`src/rtl/prefix_adder_bist.sv`:
```
// BIST engine for the 16-bit prefix adder/subtractor: LFSR operand generation, golden compare, MISR.
// Optional macro BIST_CORNER_VEC_EN prepends 8 fixed corner vectors ahead of the LFSR vectors.
module prefix_adder_bist #(
    parameter int unsigned N_VEC   = 256,
    parameter int unsigned DUT_LAT = 0,
    parameter logic [15:0] SEED_A  = 16'hACE1,
    parameter logic [15:0] SEED_B  = 16'h1D0F
) (
    input  logic        clk,
    input  logic        rst_n,
    input  logic        start,
    input  logic        abort,
    output logic [15:0] op_a,
    output logic [15:0] op_b,
    output logic        op_cin,
    input  logic [15:0] dut_s,
    output logic        busy,
    output logic        done,
    output logic        pass,
    output logic [15:0] err_cnt,
    output logic [15:0] fail_exp,
    output logic [15:0] fail_s,
    output logic [15:0] fail_idx,
    output logic [15:0] signature
);

`ifdef BIST_CORNER_VEC_EN
    localparam int unsigned N_CORNER = 8;
`else
    localparam int unsigned N_CORNER = 0;
`endif
    localparam int unsigned N_TOTAL    = N_VEC + N_CORNER;
    localparam logic [15:0] SEED_A_EFF = (SEED_A == '0) ? 16'h0001 : SEED_A;
    localparam logic [15:0] SEED_B_EFF = (SEED_B == '0) ? 16'h0001 : SEED_B;

    localparam logic [1:0] IDLE  = 2'd0;
    localparam logic [1:0] RUN   = 2'd1;
    localparam logic [1:0] DRAIN = 2'd2;
    localparam logic [1:0] DONE  = 2'd3;

    // x^16+x^14+x^13+x^11+1, right-shifting Fibonacci form
    function automatic logic [15:0] lfsr_step(input logic [15:0] v);
        return {v[0] ^ v[2] ^ v[3] ^ v[5], v[15:1]};
    endfunction

`ifdef BIST_CORNER_VEC_EN
    function automatic logic [32:0] corner_vec(input logic [2:0] i);
        case (i)
            3'd0:    return {16'h0000, 16'h0000, 1'b0};
            3'd1:    return {16'hFFFF, 16'h0001, 1'b0};
            3'd2:    return {16'hFFFF, 16'hFFFF, 1'b0};
            3'd3:    return {16'h55AA, 16'hAA55, 1'b0};
            3'd4:    return {16'h0000, 16'h0001, 1'b1};
            3'd5:    return {16'h8000, 16'h0001, 1'b1};
            3'd6:    return {16'hFFFF, 16'hFFFF, 1'b1};
            default: return {16'h0069, 16'h0069, 1'b1};
        endcase
    endfunction
`endif

    logic [1:0]  state;
    logic [15:0] lfsr_a, lfsr_b;
    logic [31:0] launch_cnt;
    logic [DUT_LAT:0] pv;
    logic [15:0] exp_pipe [0:DUT_LAT];
    logic [15:0] idx_pipe [0:DUT_LAT];

    logic        starting, launching, mism;
    logic [15:0] src_a, src_b, va, vb, nxt_a, nxt_b, exp_v;
    logic        vc, adv;
    logic [31:0] src_cnt;
    logic [16:0] sum17;

    assign starting  = start && !abort && (state == IDLE || state == DONE);
    assign launching = starting || (state == RUN);
    assign mism      = pv[DUT_LAT] && (dut_s != exp_pipe[DUT_LAT]);

    assign busy = (state == RUN) || (state == DRAIN);
    assign done = (state == DONE);
    assign pass = (state == DONE) && (err_cnt == '0);

    // A start edge launches vector 0 straight from the seeds, so the LFSR registers are bypassed then.
    always_comb begin
        src_a   = starting ? SEED_A_EFF : lfsr_a;
        src_b   = starting ? SEED_B_EFF : lfsr_b;
        src_cnt = starting ? '0 : launch_cnt;
        va      = src_a;
        vb      = src_b;
        vc      = src_a[0] ^ src_b[15];
        adv     = 1'b1;
`ifdef BIST_CORNER_VEC_EN
        if (src_cnt < N_CORNER) begin
            {va, vb, vc} = corner_vec(src_cnt[2:0]);
            adv          = 1'b0;
        end
`endif
        nxt_a = adv ? lfsr_step(src_a) : src_a;
        nxt_b = adv ? lfsr_step(src_b) : src_b;
        sum17 = vc ? ({1'b0, va} - {1'b0, vb}) : ({1'b0, va} + {1'b0, vb});
        exp_v = sum17[15:0];
    end

    always_ff @(posedge clk or negedge rst_n) begin
        if (!rst_n) begin
            state      <= IDLE;
            lfsr_a     <= SEED_A_EFF;
            lfsr_b     <= SEED_B_EFF;
            launch_cnt <= '0;
            pv         <= '0;
            for (int unsigned i = 0; i <= DUT_LAT; i++) begin
                exp_pipe[i] <= '0;
                idx_pipe[i] <= '0;
            end
            op_a       <= '0;
            op_b       <= '0;
            op_cin     <= 1'b0;
            err_cnt    <= '0;
            fail_exp   <= '0;
            fail_s     <= '0;
            fail_idx   <= '0;
            signature  <= '0;
        end else if (abort) begin
            state <= IDLE;
            pv    <= '0;
        end else begin
            for (int unsigned i = DUT_LAT; i > 0; i--) begin
                pv[i]       <= pv[i-1];
                exp_pipe[i] <= exp_pipe[i-1];
                idx_pipe[i] <= idx_pipe[i-1];
            end
            pv[0]       <= launching;
            exp_pipe[0] <= exp_v;
            idx_pipe[0] <= src_cnt[15:0];

            if (launching) begin
                op_a       <= va;
                op_b       <= vb;
                op_cin     <= vc;
                lfsr_a     <= nxt_a;
                lfsr_b     <= nxt_b;
                launch_cnt <= src_cnt + 32'd1;
            end

            if (starting) begin
                err_cnt   <= '0;
                fail_exp  <= '0;
                fail_s    <= '0;
                fail_idx  <= '0;
                signature <= '0;
                state     <= (N_TOTAL == 1) ? DRAIN : RUN;
            end else begin
                if (pv[DUT_LAT])
                    signature <= lfsr_step(signature) ^ dut_s;
                if (mism) begin
                    if (err_cnt == '0) begin
                        fail_exp <= exp_pipe[DUT_LAT];
                        fail_s   <= dut_s;
                        fail_idx <= idx_pipe[DUT_LAT];
                    end
                    if (err_cnt != '1)
                        err_cnt <= err_cnt + 16'd1;
                end
                case (state)
                    RUN:     if (launch_cnt == N_TOTAL - 1) state <= DRAIN;
                    DRAIN:   if (pv == '0) state <= DONE;
                    default: state <= state;
                endcase
            end
        end
    end

endmodule

```
`config.mk`:
```
export PLATFORM = sky130hd
export DESIGN_NAME = prefix_adder_bist
export DESIGN_NICKNAME = d
export VERILOG_FILES = /design/src/rtl/prefix_adder_bist.sv
export SDC_FILE = /design/constraint.sdc
export NUM_CORES = 1
export LEC_CHECK = 0
export ABC_AREA = 1
export CORE_AREA = 2 2 157 159
export CTS_BUF_LIST = sky130_fd_sc_hd__clkbuf_8
export DETAILED_ROUTE_END_ITERATION = 8
export DIE_AREA = 0 0 159 161
export PLACE_DENSITY = 0.63
export SLEW_MARGIN = 20
export SYNTH_ARGS = -nofsm -noshare
export SYNTH_HDL_FRONTEND = slang
export SYNTH_SLANG_ARGS = --single-unit
```
`constraint.sdc`:
```
create_clock -name clk -period 4.8 [get_ports clk]
set_clock_uncertainty 0.2 [all_clocks]
set_input_delay 0.96 -clock clk [delete_from_list [all_inputs] [get_ports clk]]
set_output_delay 0.96 -clock clk [all_outputs]
set_load 0.1 [all_outputs]
```
==> metrics.cfg, run 1 <==
[run_status]
outcome = completed

[critical_path]
cp_cell_sequence = clkdlybuf4s50_1 -> nand2_2 -> nor2_4 -> nor2_1 -> nor2_1 -> a21oi_4 -> nand2_1 -> xor2_1 -> ha_1 -> nand2_1 -> o21ai_0 -> nand3_1 -> nand2_1 -> a21oi_1 -> or2_2 -> nand3_1 -> o21ai_0
critical_path_required_ns = 4.98
crit_arrival_ns = 4.13
path_buf_inv = 1
crit_path_top_delay_cell = clkdlybuf4s50_1
cp_max_fo = 10
crit_path_start_kind = input port
end_kind = flop
critPathKind = input port to flop
crit_family = simple AND/OR/NAND/NOR gates
cpMostUsedCell = nand2_1
max_stage_delay_ns = 0.50

[worst_hold_path]
hold_class = flop to flop

[die]
die_height_microns = 161
start_util_pct = 44.1
die-area_sq_mm = 0.0256
fp.coreArea_sq_mm = 0.0240
die_width_microns = 159
io_pins = 136
num_rows = 57

[global_route]
met1_usage_pct = 34.8
grt_pass1_vias = 8720
grt_max_degree = 103
antenna_found_initial = 0
grt_pass1_wl_microns = 47200
grt_usage_pct = 23.0
use_met2_pct = 34.0
met3_usage_pct = 3.95
grt_overflow = 0
grt.busiest_layer = met1

[yosys]
ys_warn_count = 0
synth_cell_types = 46
avgSynthCellArea_sq_um = 7.87
syn_inst = 1344
synth_edf_count = 0
seq_area_frac_synth_pct = 46.8
syn_nets = 1388
synth_seq_cells = 197
syn-cell-area_sq_mm = 0.0106
synthArstFlopShare_pct = 100
ys.flop_type = dfrtp_1

[timing]
slew_viol_final = 0
finalSetupTns_ns = 0
worst_slew_pin_slew_ns = 1.06
finalHoldViolCount = 0
period_needed_ns = 3.95
post-route-period-util_pct = 82.3
setup_viol_count_final = 0
rsz0062_at_grt = no
fin_ws_ns = 0.849
fmax_mhz = 253
slew_headroom_pct = 29.2

[cells_and_area]
layout_commonest_cell = nand2_1
syn2layout_area_growth_pct = 18.9
final_cell_mix = nand2_1 (398), dfrtp_1 (181), clkdlybuf4s50_1 (132)
area.sequential_sq_mm = 0.00495
final_net_count = 1494
fillers = 2404
antenna_cells = 0
drive_gt1_share_pct = 7.11
multi_input_area_sq_mm = 0.00479
final_cell_count_no_fill = 1787

[job]
drv_cap = 0

[drt]
vias = 9088
postRouteAntennaNets = 0
drt_iter0_drc = 734
drt_wl_total_microns = 28700
dr.pass1.iters = 5
wl_per_cell_microns = 16.1
viasPerCell = 5.09
post-route-drc-count = 0

[clocking]
cts-htree-levels = 4
clk_latency_ns = 0.50
cts_resized = 0
clk_pin_slew_ns = 0.11
cts.sinks = 197
cts-root-buf = clkbuf_8
cts_setup_buffers = 0
clock_path_buffers = 2
cts_buffers = 17
cts_tree = yes
hold_buffers = 0

[placed_design]
place_inst = 1754
pre_cts_slack_ns = 0.357
place_congestion = 0.884
dp_hpwl_microns = 20800
port_buffers = 135

## routing by layer
layer	vias to the layer above	wire (microns)
li1	4509	-
met5	-	0
met1	4285	14400
met4	0	508
met2	259	12300
met3	35	1570
## path summary, 6_finish.rpt
check                                         startpoint  cells after the start  slack, ns                  endpoint
worst max-delay path                               start                     17       0.85  exp_pipe[11]$_DFFE_PN0N_
worst min-delay path            idx_pipe[12]$_DFFE_PN0N_                      2       0.28  fail_idx[12]$_DFFE_PN0P_
worst max register to register      state[0]$_DFFE_PN0P_                     18       0.92  exp_pipe[11]$_DFFE_PN0N_
worst min register to register  idx_pipe[12]$_DFFE_PN0N_                      2       0.28  fail_idx[12]$_DFFE_PN0P_
max in group asynchronous                          rst_n                      2       3.08     lfsr_a[6]$_DFFE_PN1P_
min in group asynchronous                          rst_n                      1       0.33   fail_exp[8]$_DFFE_PN0P_
## metrics by stage
step | hold slack (ns) | utilization, % | cell area (sq um)
3_5_place_dp | 0.255 | 50.6 | 12100
4_1_cts | 0.281 | 52.4 | 12500
6_report | 0.277 | 52.5 | 12600
5_1_grt | 0.309 | 52.5 | 12600
3_3_place_gp | 0.252 | 50.6 | 12100
2_1_floorplan | 0.242 | - | 10600
## synth_stat cells (2+ instances only)
cell type  number  area, sq um
nand2_1       398         1490
dfrtp_1       181         4530
inv_1         128          480
nor2_1        112          420
nand3_1       110          551
o21ai_0        97          485
xor2_1         51          447
ha_1           23          288
nand4_1        23          144
a21oi_1        22          110
clkbuf_1       22         82.6
nor3_1         22          110
xnor2_1        20          175
buf_4          17          128
dfstp_2        16          420
buf_2          15         75.1
or2_2          15         93.8
nor4_1         11         68.8
buf_1           6         22.5
nor2_2          6         37.5
a311oi_1        5         43.8
o22ai_1         5         31.3
a31oi_1         4         25.0
buf_6           4         45.0
nand2_2         3         18.8
o31ai_1         3         22.5
a21o_1          2         15.0
inv_2           2         7.51
nor2_4          2         22.5
nor3_2          2         20.0
o21bai_1        2         15.0
## flip-flops by register name, indices dropped and copies added (netlist names)
| register | count |
|---|---|
| launch_cnt | 32 |
| err_cnt | 16 |
| exp_pipe | 16 |
| fail_exp | 16 |
| fail_idx | 16 |
| fail_s | 16 |
| idx_pipe | 16 |
| signature | 16 |
| op_a | 15 |
| op_b | 15 |
| lfsr_b | 10 |
| lfsr_a | 9 |
| state | 2 |
| op_cin | 1 |
| pv | 1 |
## worst reg2reg max path, delay by kind of cell (launching register included)
family	cells	cell delay, ns
adders and majority gates	2	0.69
xor gates and xnor gates	1	0.18
AOI/OAI and AO/OA	4	0.86
buffers and inverters	1	0.06
DFF	1	0.42
and+or+nand+nor	10	1.33
## logic make-up (layout without fill, tap and decap cells)
| group | count (synthesis) | after routing | synth area share [%] |
|---|---|---|---|
| buffers and inverters | 196 | 315 | 8.04 |
| XOR/XNOR | 71 | 71 | 5.88 |
| adder cells (fa/ha/maj) | 24 | 24 | 2.91 |
| flip-flops | 197 | 197 | 46.8 |
| AND/OR/NAND/NOR | 711 | 711 | 28.8 |
| AO/OA/AOI/OAI | 145 | 145 | 7.55 |
## final cells by class
| type | count | share of cell area [%] |
|---|---|---|
| Clock buffer | 17 | 1.86 |
| Clock inverter | 15 | 1.45 |
| Inverter | 132 | 3.96 |
| Multi-Input combinational cell | 951 | 38.1 |
| Sequential cell | 197 | 39.4 |
| Tap cell | 324 | 3.22 |
| Timing Repair Buffer | 151 | 12.0 |
Power of run 1 is not shown: default switching activity piles up to over one toggle a cycle in this logic, so the estimate is an artifact.
==> run 2, diff against run 1 <==
PLACE_DENSITY = 0.66   (was 0.63)
clock period = 3.6 ns   (was 4.8 ns; I/O delays follow)
==> run 2 against run 1 <==
  * Non-clock buffer count up 94
  * Final cell count increased by 5.3%
  * Hold slack got worse by 0.25 ns
  * Critical path type is now flop to flop
==> metrics.cfg, run 2 (same netlist as run 1, synthesis figures left out) <==
[run_status]
outcome = completed  ; unchanged

[die]
die-area_sq_mm = 0.0256  ; unchanged
die_height_microns = 161  ; unchanged
fp.coreArea_sq_mm = 0.0240  ; unchanged
io_pins = 136  ; unchanged
die_width_microns = 159  ; unchanged
num_rows = 57  ; unchanged
start_util_pct = 44.1  ; unchanged

[drt]
dr.pass1.iters = 5  ; unchanged
postRouteAntennaNets = 0  ; unchanged
vias = 9381  ; was 9088
wl_per_cell_microns = 15.1  ; was 16.1 microns
drt_iter0_drc = 758  ; was 734
post-route-drc-count = 0  ; unchanged
drt_wl_total_microns = 28400  ; was 28700 microns
viasPerCell = 4.99  ; was 5.09

[cells_and_area]
syn2layout_area_growth_pct = 23.6  ; was 18.9%
largest_register_ff_count = 32  ; unchanged
area.sequential_sq_mm = 0.00495  ; unchanged
regMostFlops = launch_cnt  ; unchanged
drive_gt1_share_pct = 20.9  ; was 7.11%
antenna_cells = 0  ; unchanged
multi_input_area_sq_mm = 0.00485  ; was 0.00479 sq mm
fillers = 2293  ; was 2404
layout_commonest_cell = nand2_1  ; unchanged
final_net_count = 1588  ; was 1494
final_cell_mix = nand2_1 (397), buf_4 (222), dfrtp_1 (181)  ; was nand2_1 (398), dfrtp_1 (181), clkdlybuf4s50_1 (132)

[critical_path]
cpMostUsedCell = nor2_1  ; was nand2_1
r2r_setup_slack_ns = 0.19  ; was 0.92 ns
timing.rr.end = exp_pipe[14]$_DFFE_PN0N_  ; was exp_pipe[11]$_DFFE_PN0N_
end_kind = flop  ; unchanged
rr_startpoint = state[1]$_DFFE_PN0P_  ; was state[0]$_DFFE_PN0P_
ff2ff_path_depth = 20  ; was 18
crit_path_top_delay_cell = dfrtp_1  ; was clkdlybuf4s50_1
cp_max_fo = 6  ; was 10
cp_cell_sequence = ha_4 -> nand2_2 -> nor2_4 -> nor2_1 -> nand3_2 -> nor2_4 -> buf_4 -> buf_4 -> a31oi_2 -> nor2_1 -> xor2_1 -> ha_1 -> inv_2 -> nor3_2 -> inv_1 -> nor2_1 -> nor3_2 -> nand2_1 -> a21oi_1 -> a21oi_1  ; was clkdlybuf4s50_1 -> nand2_2 -> nor2_4 -> nor2_1 -> nor2_1 -> a21oi_4 -> nand2_1 -> xor2_1 -> ha_1 -> nand2_1 -> o21ai_0 -> nand3_1 -> nand2_1 -> a21oi_1 -> or2_2 -> nand3_1 -> o21ai_0
crit_arrival_ns = 3.57  ; was 4.13 ns
crit_family = simple AND/OR/NAND/NOR gates  ; unchanged
max_stage_delay_ns = 0.44  ; was 0.50 ns
critPathKind = flop to flop  ; was input port to flop
path_buf_inv = 4  ; was 1
critical_path_required_ns = 3.77  ; was 4.98 ns
crit_path_start_kind = flop  ; was input port

[global_route]
grt_overflow = 0  ; unchanged
grt_usage_pct = 22.5  ; was 23.0%
antenna_found_initial = 0  ; unchanged
grt_max_degree = 91  ; was 103
grt_pass1_vias = 8872  ; was 8720
grt_pass1_wl_microns = 47000  ; was 47200 microns

[placed_design]
dp_hpwl_microns = 21000  ; was 20800 microns
port_buffers = 135  ; unchanged
place_congestion = 0.925  ; was 0.884

[clocking]
cts_buffers = 17  ; unchanged
cts-root-buf = clkbuf_8  ; unchanged
cts_tree = yes  ; unchanged
clk_pin_slew_ns = 0.11  ; about the same
hold_buffers = 0  ; unchanged
cts-htree-levels = 4  ; unchanged
clk_latency_ns = 0.48  ; was 0.50 ns
clock_path_buffers = 2  ; unchanged
cts.sinks = 197  ; unchanged

[timing]
post-route-period-util_pct = 94.6
period_needed_ns = 3.41
slew_viol_final = 0  ; unchanged
slew_headroom_pct = 57.0  ; was 29.2%
worst_slew_pin_slew_ns = 0.643  ; was 1.06 ns
finalHoldViolCount = 0  ; unchanged
finalSetupTns_ns = 0  ; unchanged
setup_viol_count_final = 0  ; unchanged
fmax_mhz = 294

[worst_hold_path]
hold_class = input port to asynchronous set/reset pin  ; was flop to flop

[job]
drv_cap = 0  ; unchanged

[run 2: cell type report]
type | count | share of cell area (%)
repair buffers | 245 | 14.9
clock inverters | 15 | 1.53
flip-flops and latches | 197 | 37.8
clock buffers | 17 | 1.79
multi-input cells | 951 | 37.1
inverters | 132 | 3.81
well taps | 324 | 3.10
[run 2: metal layers]
metal / GRT usage [%] / part of all wire, % / up-vias
li1: - / - / 4700
met1: 34.4 / 51 / 4448
met2: 34.3 / 44 / 215
met3: 3.08 / 4.2 / 18
met4: 4.88 / 1.1 / 0
met5: 0 / 0 / -
[run 2: through the flow]
stage               utilization [%]  hold slack [ns]  cells  setup slack (ns)  instance area (sq um)
floorplan                         -            0.224   1344             0.189                  10600
global placement               52.3            0.255   1845            -0.343                  12500
detailed placement             52.3            0.253   1845            -0.401                  12500
CTS                            54.1           0.0569   1877            0.0274                  13000
global route                   54.6           0.0643   1881           -0.0263                  13100
finish                         54.6           0.0297   1881             0.193                  13100
[run 2: worst max-delay path by stage]
| stage | start | endpoint | slack, ns | depth (start not counted) |
|---|---|---|---|---|
| after floorplan | state[0]$_DFFE_PN0P_ | exp_pipe[14]$_DFFE_PN0N_ | 0.19 | 21 |
| after global placement | abort | exp_pipe[11]$_DFFE_PN0N_ | -0.34 | 17 |
| after detailed placement | start | exp_pipe[11]$_DFFE_PN0N_ | -0.40 | 17 |
| after CTS | state[1]$_DFFE_PN0P_ | exp_pipe[11]$_DFFE_PN0N_ | 0.03 | 17 |
| after global routing | state[1]$_DFFE_PN0P_ | exp_pipe[11]$_DFFE_PN0N_ | -0.03 | 19 |
| final | state[1]$_DFFE_PN0P_ | exp_pipe[14]$_DFFE_PN0N_ | 0.19 | 20 |
[run 2: what timing repair did]
action / 4_1_cts / 5_1_grt
resized for setup: 0 / 21
endpoints found under the setup margin: 0 / 11
buffers inserted: 0 / 3
Power of run 2 is left out for the same reason.
